--- src/rtl/mem_stage_ctrl_pkg.sv ---
// ============================================================================
// mem_stage_ctrl_pkg
// ----------------------------------------------------------------------------
// Shared types for the MIPS memory-stage controller:
//   word_t       32-bit datapath word
//   mem_state_t  memory-stage FSM state (IDLE / WAIT / HALTED)
//   res_sel_t    selector for the word handed to MEM/WB as the stage result
//   sat_inc()    saturating increment used by the stall-cycle statistic
// ============================================================================
package mem_stage_ctrl_pkg;

    typedef logic [31:0] word_t;

    localparam word_t STALL_SAT = 32'hFFFF_FFFF;

    typedef enum logic [1:0] {
        MEM_IDLE   = 2'b00,
        MEM_WAIT   = 2'b01,
        MEM_HALTED = 2'b10
    } mem_state_t;

    typedef enum logic [1:0] {
        RES_ALU  = 2'b00,
        RES_LOAD = 2'b01,
        RES_SC   = 2'b10
    } res_sel_t;

    function automatic word_t sat_inc(input word_t v);
        return (v == STALL_SAT) ? v : v + 32'd1;
    endfunction

endpackage

--- src/rtl/mem_stage_ctrl_link_reg.sv ---
// ============================================================================
// link_reg
// ----------------------------------------------------------------------------
// LL/SC link register and address comparator. Only instantiated by
// mem_stage_ctrl when LL_SC_EN is defined.
//
// Ports:
//   clk_i         core clock, rising edge
//   rst_ni        asynchronous active-low reset (link becomes invalid)
//   ll_done_i     an LL completes this cycle (sets the link)
//   sc_done_i     an SC completes this cycle, pass or fail (clears the link)
//   addr_i        address of the instruction in EX/MEM
//   snoop_inv_i   coherence invalidate seen this cycle
//   snoop_addr_i  invalidated address
//   sc_ok_o       link valid and matching addr_i
// ============================================================================
module link_reg
    import mem_stage_ctrl_pkg::*;
(
    input  logic  clk_i,
    input  logic  rst_ni,
    input  logic  ll_done_i,
    input  logic  sc_done_i,
    input  word_t addr_i,
    input  logic  snoop_inv_i,
    input  word_t snoop_addr_i,
    output logic  sc_ok_o
);

    logic  link_valid_q, link_valid_d;
    word_t link_addr_q,  link_addr_d;

    always_comb begin
        link_valid_d = link_valid_q;
        link_addr_d  = link_addr_q;
        if (ll_done_i) begin
            // A snoop hitting the address being linked in the same cycle wins.
            link_valid_d = !(snoop_inv_i && (snoop_addr_i == addr_i));
            link_addr_d  = addr_i;
        end else if (sc_done_i) begin
            link_valid_d = 1'b0;
        end else if (snoop_inv_i && (snoop_addr_i == link_addr_q)) begin
            link_valid_d = 1'b0;
        end
    end

    always_ff @(posedge clk_i or negedge rst_ni) begin
        if (!rst_ni) begin
            link_valid_q <= 1'b0;
            link_addr_q  <= '0;
        end else begin
            link_valid_q <= link_valid_d;
            link_addr_q  <= link_addr_d;
        end
    end

    assign sc_ok_o = link_valid_q && (link_addr_q == addr_i);

endmodule

--- src/rtl/mem_stage_ctrl.sv ---
// ============================================================================
// mem_stage_ctrl
// ----------------------------------------------------------------------------
// Memory-stage controller between EX/MEM and MEM/WB. Issues data-memory
// requests, stalls the front of the pipe and bubbles MEM/WB while a request
// waits for dhit, selects the stage result and counts stall cycles.
//
// Optional feature macro: LL_SC_EN
//   defined   : LL/SC link register (link_reg) is built; SC is conditional
//   undefined : LL is a plain load, SC an unconditional store returning 1,
//               snoop inputs are ignored. Ports are identical in both builds.
//
// Ports:
//   CLK, nRST                clock / asynchronous active-low reset
//   valid_EX_MEM             EX/MEM holds a real instruction
//   memread/memwrite_EX_MEM  load / store
//   is_ll/is_sc_EX_MEM       LL / SC
//   halt_EX_MEM              HALT
//   result_EX_MEM            ALU result, memory address
//   dmemstore_EX_MEM         store data
//   dhit, dmemload           cache completion and load data
//   snoop_inv, snoop_addr    coherence invalidate
//   dmemREN/WEN/addr/store   request to the cache
//   mem_stall                freeze PC, IF/ID, ID/EX, EX/MEM
//   enable_MEM_WB            MEM/WB enable
//   flush_MEM_WB             MEM/WB captures a bubble
//   mem_result               stage result for MEM/WB
//   stall_cycles             saturating stall-cycle count
// ============================================================================
module mem_stage_ctrl
    import mem_stage_ctrl_pkg::*;
(
    input  logic  CLK,
    input  logic  nRST,
    input  logic  valid_EX_MEM,
    input  logic  memread_EX_MEM,
    input  logic  memwrite_EX_MEM,
    input  logic  is_ll_EX_MEM,
    input  logic  is_sc_EX_MEM,
    input  logic  halt_EX_MEM,
    input  word_t result_EX_MEM,
    input  word_t dmemstore_EX_MEM,
    input  logic  dhit,
    input  word_t dmemload,
    input  logic  snoop_inv,
    input  word_t snoop_addr,
    output logic  dmemREN,
    output logic  dmemWEN,
    output word_t dmemaddr,
    output word_t dmemstore,
    output logic  mem_stall,
    output logic  enable_MEM_WB,
    output logic  flush_MEM_WB,
    output word_t mem_result,
    output word_t stall_cycles
);

    mem_state_t state_q;
    word_t      stall_cnt_q, stall_cnt_d;

    logic     active;
    logic     mem_op;
    logic     sc_ok;
    logic     access;
    res_sel_t res_sel;

    assign active = (state_q != MEM_HALTED);
    assign mem_op = valid_EX_MEM && (memread_EX_MEM || memwrite_EX_MEM);

    // A failing SC issues no request and is not an access.
    assign access = active && mem_op && !(is_sc_EX_MEM && !sc_ok);

`ifdef LL_SC_EN
    logic sc_ok_live;
    logic ll_done;
    logic sc_done;

    assign ll_done = access && memread_EX_MEM && is_ll_EX_MEM && dhit;
    assign sc_done = active && valid_EX_MEM && is_sc_EX_MEM && (!access || dhit);

    link_reg u_link_reg (
        .clk_i        (CLK),
        .rst_ni       (nRST),
        .ll_done_i    (ll_done),
        .sc_done_i    (sc_done),
        .addr_i       (result_EX_MEM),
        .snoop_inv_i  (snoop_inv),
        .snoop_addr_i (snoop_addr),
        .sc_ok_o      (sc_ok_live)
    );

    // Only a passing SC can reach WAIT, so the pass is held there even if a
    // snoop clears the link mid-access; keeps the request stable until dhit.
    assign sc_ok = (state_q == MEM_WAIT) || sc_ok_live;
`else
    logic unused_llsc;
    assign unused_llsc = ^{is_ll_EX_MEM, snoop_inv, snoop_addr};
    assign sc_ok       = 1'b1;
`endif

    // Requests
    assign dmemREN   = access && memread_EX_MEM;
    assign dmemWEN   = access && memwrite_EX_MEM;
    assign dmemaddr  = result_EX_MEM;
    assign dmemstore = dmemstore_EX_MEM;

    // Pipeline control
    assign mem_stall     = access && !dhit;
    assign enable_MEM_WB = active;
    assign flush_MEM_WB  = mem_stall;

    // Result select
    always_comb begin
        res_sel = RES_ALU;
        if (is_sc_EX_MEM)        res_sel = RES_SC;
        else if (memread_EX_MEM) res_sel = RES_LOAD;
    end

    always_comb begin
        mem_result = result_EX_MEM;
        unique case (res_sel)
            RES_SC:   mem_result = {31'b0, sc_ok};
            RES_LOAD: mem_result = dmemload;
            default:  mem_result = result_EX_MEM;
        endcase
    end

    // Stall statistic
    always_comb begin
        stall_cnt_d = stall_cnt_q;
        if (mem_stall) stall_cnt_d = sat_inc(stall_cnt_q);
    end

    assign stall_cycles = stall_cnt_q;

    // FSM and counter
    always_ff @(posedge CLK or negedge nRST) begin
        if (!nRST) begin
            state_q     <= MEM_IDLE;
            stall_cnt_q <= '0;
        end else begin
            stall_cnt_q <= stall_cnt_d;
            unique case (state_q)
                MEM_IDLE: begin
                    if (access && !dhit)
                        state_q <= MEM_WAIT;
                    else if (valid_EX_MEM && halt_EX_MEM && !access)
                        state_q <= MEM_HALTED;
                end
                MEM_WAIT: begin
                    if (dhit) state_q <= MEM_IDLE;
                end
                MEM_HALTED: begin
                    state_q <= MEM_HALTED;
                end
                default: state_q <= MEM_IDLE;
            endcase
        end
    end

endmodule

--- config.mk ---
export PLATFORM = sky130hd
export DESIGN_NAME = mem_stage_ctrl
export DESIGN_NICKNAME = d
export VERILOG_FILES = /design/src/rtl/mem_stage_ctrl_pkg.sv /design/src/rtl/mem_stage_ctrl_link_reg.sv /design/src/rtl/mem_stage_ctrl.sv
export SDC_FILE = /design/constraint.sdc
export NUM_CORES = 1
export LEC_CHECK = 0
export CELL_PAD_IN_SITES_DETAIL_PLACEMENT = 0
export CELL_PAD_IN_SITES_GLOBAL_PLACEMENT = 1
export CORE_AREA = 4 4 120 122
export CTS_CLUSTER_SIZE = 25
export DETAILED_ROUTE_END_ITERATION = 7
export DIE_AREA = 0 0 124 126
export GPL_TIMING_DRIVEN = 1
export PLACE_DENSITY_LB_ADDON = 0.08
export SLEW_MARGIN = 5
export SYNTH_ARGS = -nofsm -noshare
export SYNTH_HDL_FRONTEND = slang
export SYNTH_SLANG_ARGS = --single-unit
--- constraint.sdc ---
create_clock -name CLK -period 4.5 [get_ports CLK]
set_input_delay 0.9 -clock CLK [delete_from_list [all_inputs] [get_ports CLK]]
set_output_delay 0.9 -clock CLK [all_outputs]
set_load 0.005 [all_outputs]
==> summary.md, run 1 <==
| Metric | Value |
|---|---|
| Fin cells | `~580` |
| Global placement routability congestion | `0.703` |
| Core Util, Final | `between 30% and 40%` |
| Tightest Hold Check Type | `reg -> reg` |
| Die H | `126 um` |
| Clock Pin Slew Worst Setup and Hold Paths | `about 50 ps` |
| Final instance area | `0.00438 mm2` |
| Max cap viols | `0` |
| Crit share post-route | `about 80%` |
| Clk sinks | `34` |
| # IOs | `around 270` |
| Starting Density | `20.9%` |
| Clock Tree Buf Depth | `2` |
| Share of the synthesized area in the top cell type | `just over 30%` |
| Pin count of the biggest net entering global routing | `35` |
| Cell taking the most area after synthesis | `dfrtp_1` |
| Total negative setup slack | `0 ps` |
| Asr flop ratio synth | `between 90% and 100%` |
| Tot GR Track Use | `between 10% and 20%` |
| Critical Path RT | `between 3000 and 4000 ps` |
| First-pass GRT wire length | `14.3 mm` |
| Final Hold Viols | `0` |
| Post-Syn Nets | `430` |
| # Post-CTS Setup Buffers | `0` |
| Synth area leaders | `dfrtp_1, buf_4, mux2i_1` |
| VDD IR-drop max | `approximately 130 uV` |
| Headroom to the max-slew limit | `roughly 47%` |
| Site Rows | `between 40 and 50` |
| Port bufs | `between 150 and 200` |
| Vias per cell | `between 4 and 5` |
| Pwr/cell area | `roughly 250 mW/mm2` |
| Post-CTS Hold Buffers | `0` |
| DRC errors left | `0` |
| Lkg Pwr | `1.82 nW` |
| Period minus WS final | `approximately 3600 ps` |
| Hold path cells | `1` |
| Final setup violation count | `0` |
| Detailed router's first-iteration violation count | `68` |
| Vias | `about 2,400` |
| Layout cells sized above 1 | `~7.5%` |
| Final nets | `540` |
| Area delta synth->final | `59.2%` |
| Most frequently used flop master after synthesis | `dfrtp_1` |
| Antenna cells | `0` |
| DP Cell Count | `570` |
| CTS HTree Levels | `2` |
| Worst setup SP type | `primary input` |
| Crit-path max FO | `19` |
| Post-synthesis area per instance | `between 9 and 10 um2` |
| Top-count cell post-synth | `buf_4` |
| Most instantiated cells after synthesis | `buf_4, nor2_1, dfrtp_1` |
| Die area | `0.0156 mm2` |
| TritonCTS buffer count | `5` |
| Final wirelength | `about 9.5 mm` |
| Slew Viols, Final | `0` |
| Register-to-Register Path Depth | `6` |
| Register area | `about 850 um2` |
| CTS tree | `built` |
| Crit path DAT | `2740 ps` |
| Yosys warning count | `0` |
| TritonRoute pass-1 iters | `4` |
| CP Capture Type | `output port` |
| Area after detailed placement | `roughly 0.0042 mm2` |
| Post-CTS sizing | `0` |
| Root Buffer | `clkbuf_16` |
| Worst skew pair latency | `approximately 280 ps` |
| Synthesized instance count | `291` |
| Max Freq | `274 MHz` |
| Post-synth EDFFs | `0` |
| Core ar. | `0.0132 mm2` |
| Final Skew | `approximately 8.0 ps` |
| Remaining Overflow, GRT | `0` |
| Yosys reg bits | `34` |
| Filler instances | `1,337` |
| Multi-input gate area | `0.00136 mm2` |
| Number of global-route vias before repair | `roughly 2,500` |
| Post-synthesis sequential area ratio | `30.9%` |
| RSZ-0062 raised after global routing | `false` |
| Initial antenna violation count | `0` |
| Post-Syn Area | `0.00275 mm2` |
| DRT antenna net count | `0` |
| Die boundary width | `~120 um` |
| Routed length per instance | `~16 um` |
| Status | `finished, final reports clean` |
| Critical path type | `in -> out` |
| Hpwl dp | `7.76 mm` |
| Least-Margin Pin Slew | `between 700 and 800 ps` |
| Final Power | `1.10 mW` |
| Cell variety after synth | `slightly above 40` |
-- layout by cell type (no fill, tap or decap), types with 2 or more instances in the layout --
cell	count
dfrtp_1	34
nand3_1	8
nand3_4	2
nor4_4	2
nand4_2	2
inv_1	3
nand2_1	10
buf_4	4
clkbuf_16	5
nor3_1	4
bufinv_16	2
and4_1	4
mux2i_1	31
and3_1	12
nor2_1	41
nand4_1	11
xor2_1	12
clkdlybuf4s50_1	171
nor4_2	2
nand3_2	2
xnor2_1	19
-- critical path: stages --
cell,delay (ps)
clkdlybuf4s50_1,810
buf_4,360
nor2_1,100
clkdlybuf4s50_1,560
-- worst paths after layout --
path / startpoint / endpoint / slack, ps
setup / recovery: is_sc_EX_MEM / mem_result[25] / 860
hold / removal: state_q[1]$_DFFE_PN0P_ / state_q[0]$_DFFE_PN0P_ / 450
setup reg to reg: stall_cycles[0]$_DFFE_PN0P_ / stall_cycles[17]$_DFFE_PN0P_ / 2360
hold reg to reg: state_q[1]$_DFFE_PN0P_ / state_q[0]$_DFFE_PN0P_ / 450
max in group asynchronous: nRST / stall_cycles[20]$_DFFE_PN0P_ / 3130
min in group asynchronous: nRST / stall_cycles[3]$_DFFE_PN0P_ / 1040
-- routing by layer --
layer	vias to the layer above	wire, um	global-route usage [%]
met4	0	68	2.45
met5	-	0	0
met2	97	5060	21.7
met3	10	818	3.95
met1	1095	3510	12.9
li1	1161	-	-
-- where the power goes --
group          internal (mW)  total (mW)  switching [mW]
combinational          0.189       0.288          0.0996
sequential             0.328       0.362          0.0340
clock                  0.318       0.444           0.127
total                  0.835        1.10           0.260
-- per-stage QoR --
| stage | worst slack [ps] | hold slack (ps) |
|---|---|---|
| floorplan | 1860 | 417 |
| global placement | 751 | 444 |
| detailed placement | 801 | 448 |
| CTS | 802 | 455 |
| global route | 696 | 483 |
| finish | 856 | 453 |
-- cell families after synthesis --
group	synth area share, %
AO/OA/AOI/OAI	3.54
XOR/XNOR	9.86
adder cells (fa/ha/maj)	0.454
buffers and inverters	19.7
flip-flops	30.9
multiplexers	11.7
AND/OR/NAND/NOR	23.9
-- sequential cells by signal, indices dropped and copies added (netlist names) --
register,count
stall_cycles,32
state_q,2
-- area by class of cell --
| type | count | share of cell area, % |
|---|---|---|
| clock buffer | 5 | 2.85 |
| clock inverter | 3 | 1.57 |
| inverter | 3 | 0.257 |
| multi-input combinational | 181 | 31.0 |
| sequential | 34 | 19.4 |
| tap | 176 | 5.02 |
| timing repair buffer | 176 | 39.9 |
No activity file was read; power rests on OpenSTA's default activity.
==> run 2: changes to the inputs <==
CORE_AREA = 4 4 123 125   (was 4 4 120 122)
DIE_AREA = 0 0 127 129   (was 0 0 124 126)
clock period = 3.75 ns   (was 4.5 ns; I/O delays follow)
==> summary.md, run 2 (synthesis gave the netlist of run 1 again) <==
| Metric | Value |
|---|---|
| Worst R2R Setup Slack | `1570 ps (-790 ps)` |
| Pin count of the biggest net entering global routing | `35 (unchanged)` |
| Final wirelength | `9.93 mm (+5.0%)` |
| Remaining Overflow, GRT | `0 (unchanged)` |
| # IOs | `271 (unchanged)` |
| Crit share post-route | `roughly 80%` |
| Status | `finished, final reports clean` |
| CP Capture Type | `output port` |
| Hpwl dp | `8.21 mm (+5.7%)` |
| Worst skew pair latency | `280 ps (about the same)` |
| Area delta synth->final | `58.1%` |
| Period minus WS final | `~3100 ps` |
| Tot GR Track Use | `11.6% (-0.15 points)` |
| Headroom to the max-slew limit | `50.0% (+2.9 points)` |
| Detailed router's first-iteration violation count | `82 (+21%)` |
| Most common cell after layout, fill and taps aside | `clkdlybuf4s50_1` |
| CP max stage delay | `540 ps (-270 ps)` |
| Commonest non-fill, non-tap cells in the layout | `clkdlybuf4s50_1, nor2_1, dfrtp_1` |
| Core ar. | `0.0139 mm2 (+5.2%)` |
| Number of global-route vias before repair | `2,553 (+0.43%)` |
| Antenna cells | `0 (unchanged)` |
| Die H | `129 um (+2.4%)` |
| RR Startpoint | `stall_cycles[0]$_DFFE_PN0P_` |
| Layout cells sized above 1 | `7.69% (+0.23 points)` |
| Starting Density | `19.8% (-1.0 points)` |
| DRT antenna net count | `0 (unchanged)` |
| Fin Hold WS | `448 ps (-5.74 ps)` |
| Post-CTS sizing | `0 (unchanged)` |
| Clk sinks | `34 (unchanged)` |
| Vias | `2,426 (+2.7%)` |
| Max Freq | `roughly 330 MHz` |
| CP endpoint | `mem_stall` |
| Tightest Hold Check Type | `reg -> reg` |
| Routed length per instance | `17.0 um (+4.1%)` |
| Global placement routability congestion | `0.694 (-1.3%)` |
| Crit path DAT | `2320 ps (-420 ps)` |
| Max cap viols | `0 (unchanged)` |
| Filler instances | `1,443 (+7.9%)` |
| Slowest CP cell | `clkdlybuf4s50_1` |
| Least-Margin Pin Slew | `747 ps (-44.1 ps)` |
| Max FFs per register | `32 (unchanged)` |
| DRC errors left | `0 (unchanged)` |
| CTS tree | `built` |
| Critical path type | `in -> out` |
| Final nets | `541 (+0.19%)` |
| Crit. Startpoint | `memwrite_EX_MEM` |
| Clock Tree Buf Depth | `2 (unchanged)` |
| Final Skew | `8.51 ps (+0.546 ps)` |
| RSZ-0062 raised after global routing | `false` |
| VDD IR-drop max | `130 uV (+2.9%)` |
| Register-to-Register Path Depth | `6 (unchanged)` |
| TritonRoute pass-1 iters | `4 (unchanged)` |
| Port bufs | `172 (unchanged)` |
| Critical Path RT | `3000 ps (-600 ps)` |
| Clock Pin Slew Worst Setup and Hold Paths | `50 ps (about the same)` |
| Slew Viols, Final | `0 (unchanged)` |
| Final Hold Viols | `0 (unchanged)` |
| Critical-path cell list | `clkdlybuf4s50_1 -> o21ba_2 -> nand3_4 -> inv_1 -> clkdlybuf4s50_1` |
| First-pass GRT wire length | `14.8 mm (+3.8%)` |
| # Post-CTS Setup Buffers | `0 (unchanged)` |
| Post-CTS Hold Buffers | `0 (unchanged)` |
| Die boundary width | `127 um (+2.4%)` |
| Reg-to-reg endpoint | `stall_cycles[19]$_DFFE_PN0P_` |
| Final setup violation count | `0 (unchanged)` |
| Vias per cell | `4.16 (+1.8%)` |
| Site Rows | `43 (+2.4%)` |
| Pwr/cell area | `277 mW/mm2 (+11%)` |
| Worst setup SP type | `primary input` |
| Total negative setup slack | `0 ps (unchanged)` |
| Lkg Pwr | `1.81 nW (-0.90%)` |
| Initial antenna violation count | `1 (+1)` |
| Crit-path max FO | `5 (-14)` |
| CTS HTree Levels | `2 (unchanged)` |
| TritonCTS buffer count | `5 (unchanged)` |
| CP dominant cell by count | `clkdlybuf4s50_1` |
| Root Buffer | `clkbuf_16` |
| Die area | `0.0164 mm2 (+4.9%)` |
-- run 2: changes by cell type in the layout (fill, tap and decap cells not counted), sizes merged --
cell / previous run / this run
clkbuf: 5 / 6
buf: 5 / 6
clkinvlp: 0 / 1
bufinv: 2 / 0
-- run 2: metal layers --
| metal | part of all wire [%] | GRT usage [%] | up-vias | wire (um) |
|---|---|---|---|---|
| met2 | 53 | 22.1 | 100 | 5280 |
| met4 | 1.1 | 2.27 | 2 | 106 |
| li1 | - | - | 1161 | - |
| met3 | 7.6 | 3.78 | 20 | 754 |
| met5 | 0.20 | 0 | - | 20 |
| met1 | 38 | 12.6 | 1143 | 3760 |
-- run 2: worst min-delay path by stage --
stage	endpoint	slack (ps)	depth (start not counted)	from
2_1_floorplan	state_q[1]$_DFFE_PN0P_	420	1	state_q[0]$_DFFE_PN0P_
3_3_place_gp	state_q[1]$_DFFE_PN0P_	430	1	state_q[0]$_DFFE_PN0P_
3_5_place_dp	state_q[1]$_DFFE_PN0P_	450	1	state_q[0]$_DFFE_PN0P_
4_1_cts	state_q[1]$_DFFE_PN0P_	460	1	state_q[0]$_DFFE_PN0P_
5_1_grt	state_q[1]$_DFFE_PN0P_	480	1	state_q[0]$_DFFE_PN0P_
6_report	state_q[1]$_DFFE_PN0P_	450	1	state_q[0]$_DFFE_PN0P_
-- run 2: layout make-up --
class                   count  area, um2  share of cell area [%]
repair buffers            177       1750                    40.3
multi-input cells         181       1360                    31.2
flip-flops and latches     34        851                    19.5
well taps                 180        225                    5.17
clock buffers               6        139                    3.19
clock inverters             2       12.5                   0.287
inverters                   3       11.3                   0.259
-- run 2: per-stage QoR --
stage / std cells / power [mW] / worst slack (ps) / util (%) / instance area [um2]
5_1_grt: 583 / 1.27 / 584 / 31.4 / 4350
6_report: 583 / 1.21 / 683 / 31.4 / 4350
3_5_place_dp: 575 / 0.800 / 662 / 30.3 / 4200
4_1_cts: 583 / 1.23 / 659 / 31.4 / 4350
3_3_place_gp: 575 / 0.798 / 653 / 30.3 / 4200
2_1_floorplan: 291 / 0.589 / 1410 / - / 2750
-- run 2: critical path, delay by kind of cell --
family	cells	cell delay (ps)
AOI/OAI and AO/OA	1	170
buffers and inverters	3	1270
and+or+nand+nor	1	130
-- run 2: report_power, final --
| group | switching [mW] | leakage [nW] | internal, mW | total, mW |
|---|---|---|---|---|
| Sequential | 0.0454 | 0.460 | 0.394 | 0.439 |
| Combinational | 0.120 | 1.27 | 0.228 | 0.348 |
| Clock | 0.158 | 0.0729 | 0.263 | 0.420 |
| Total | 0.323 | 1.81 | 0.885 | 1.21 |
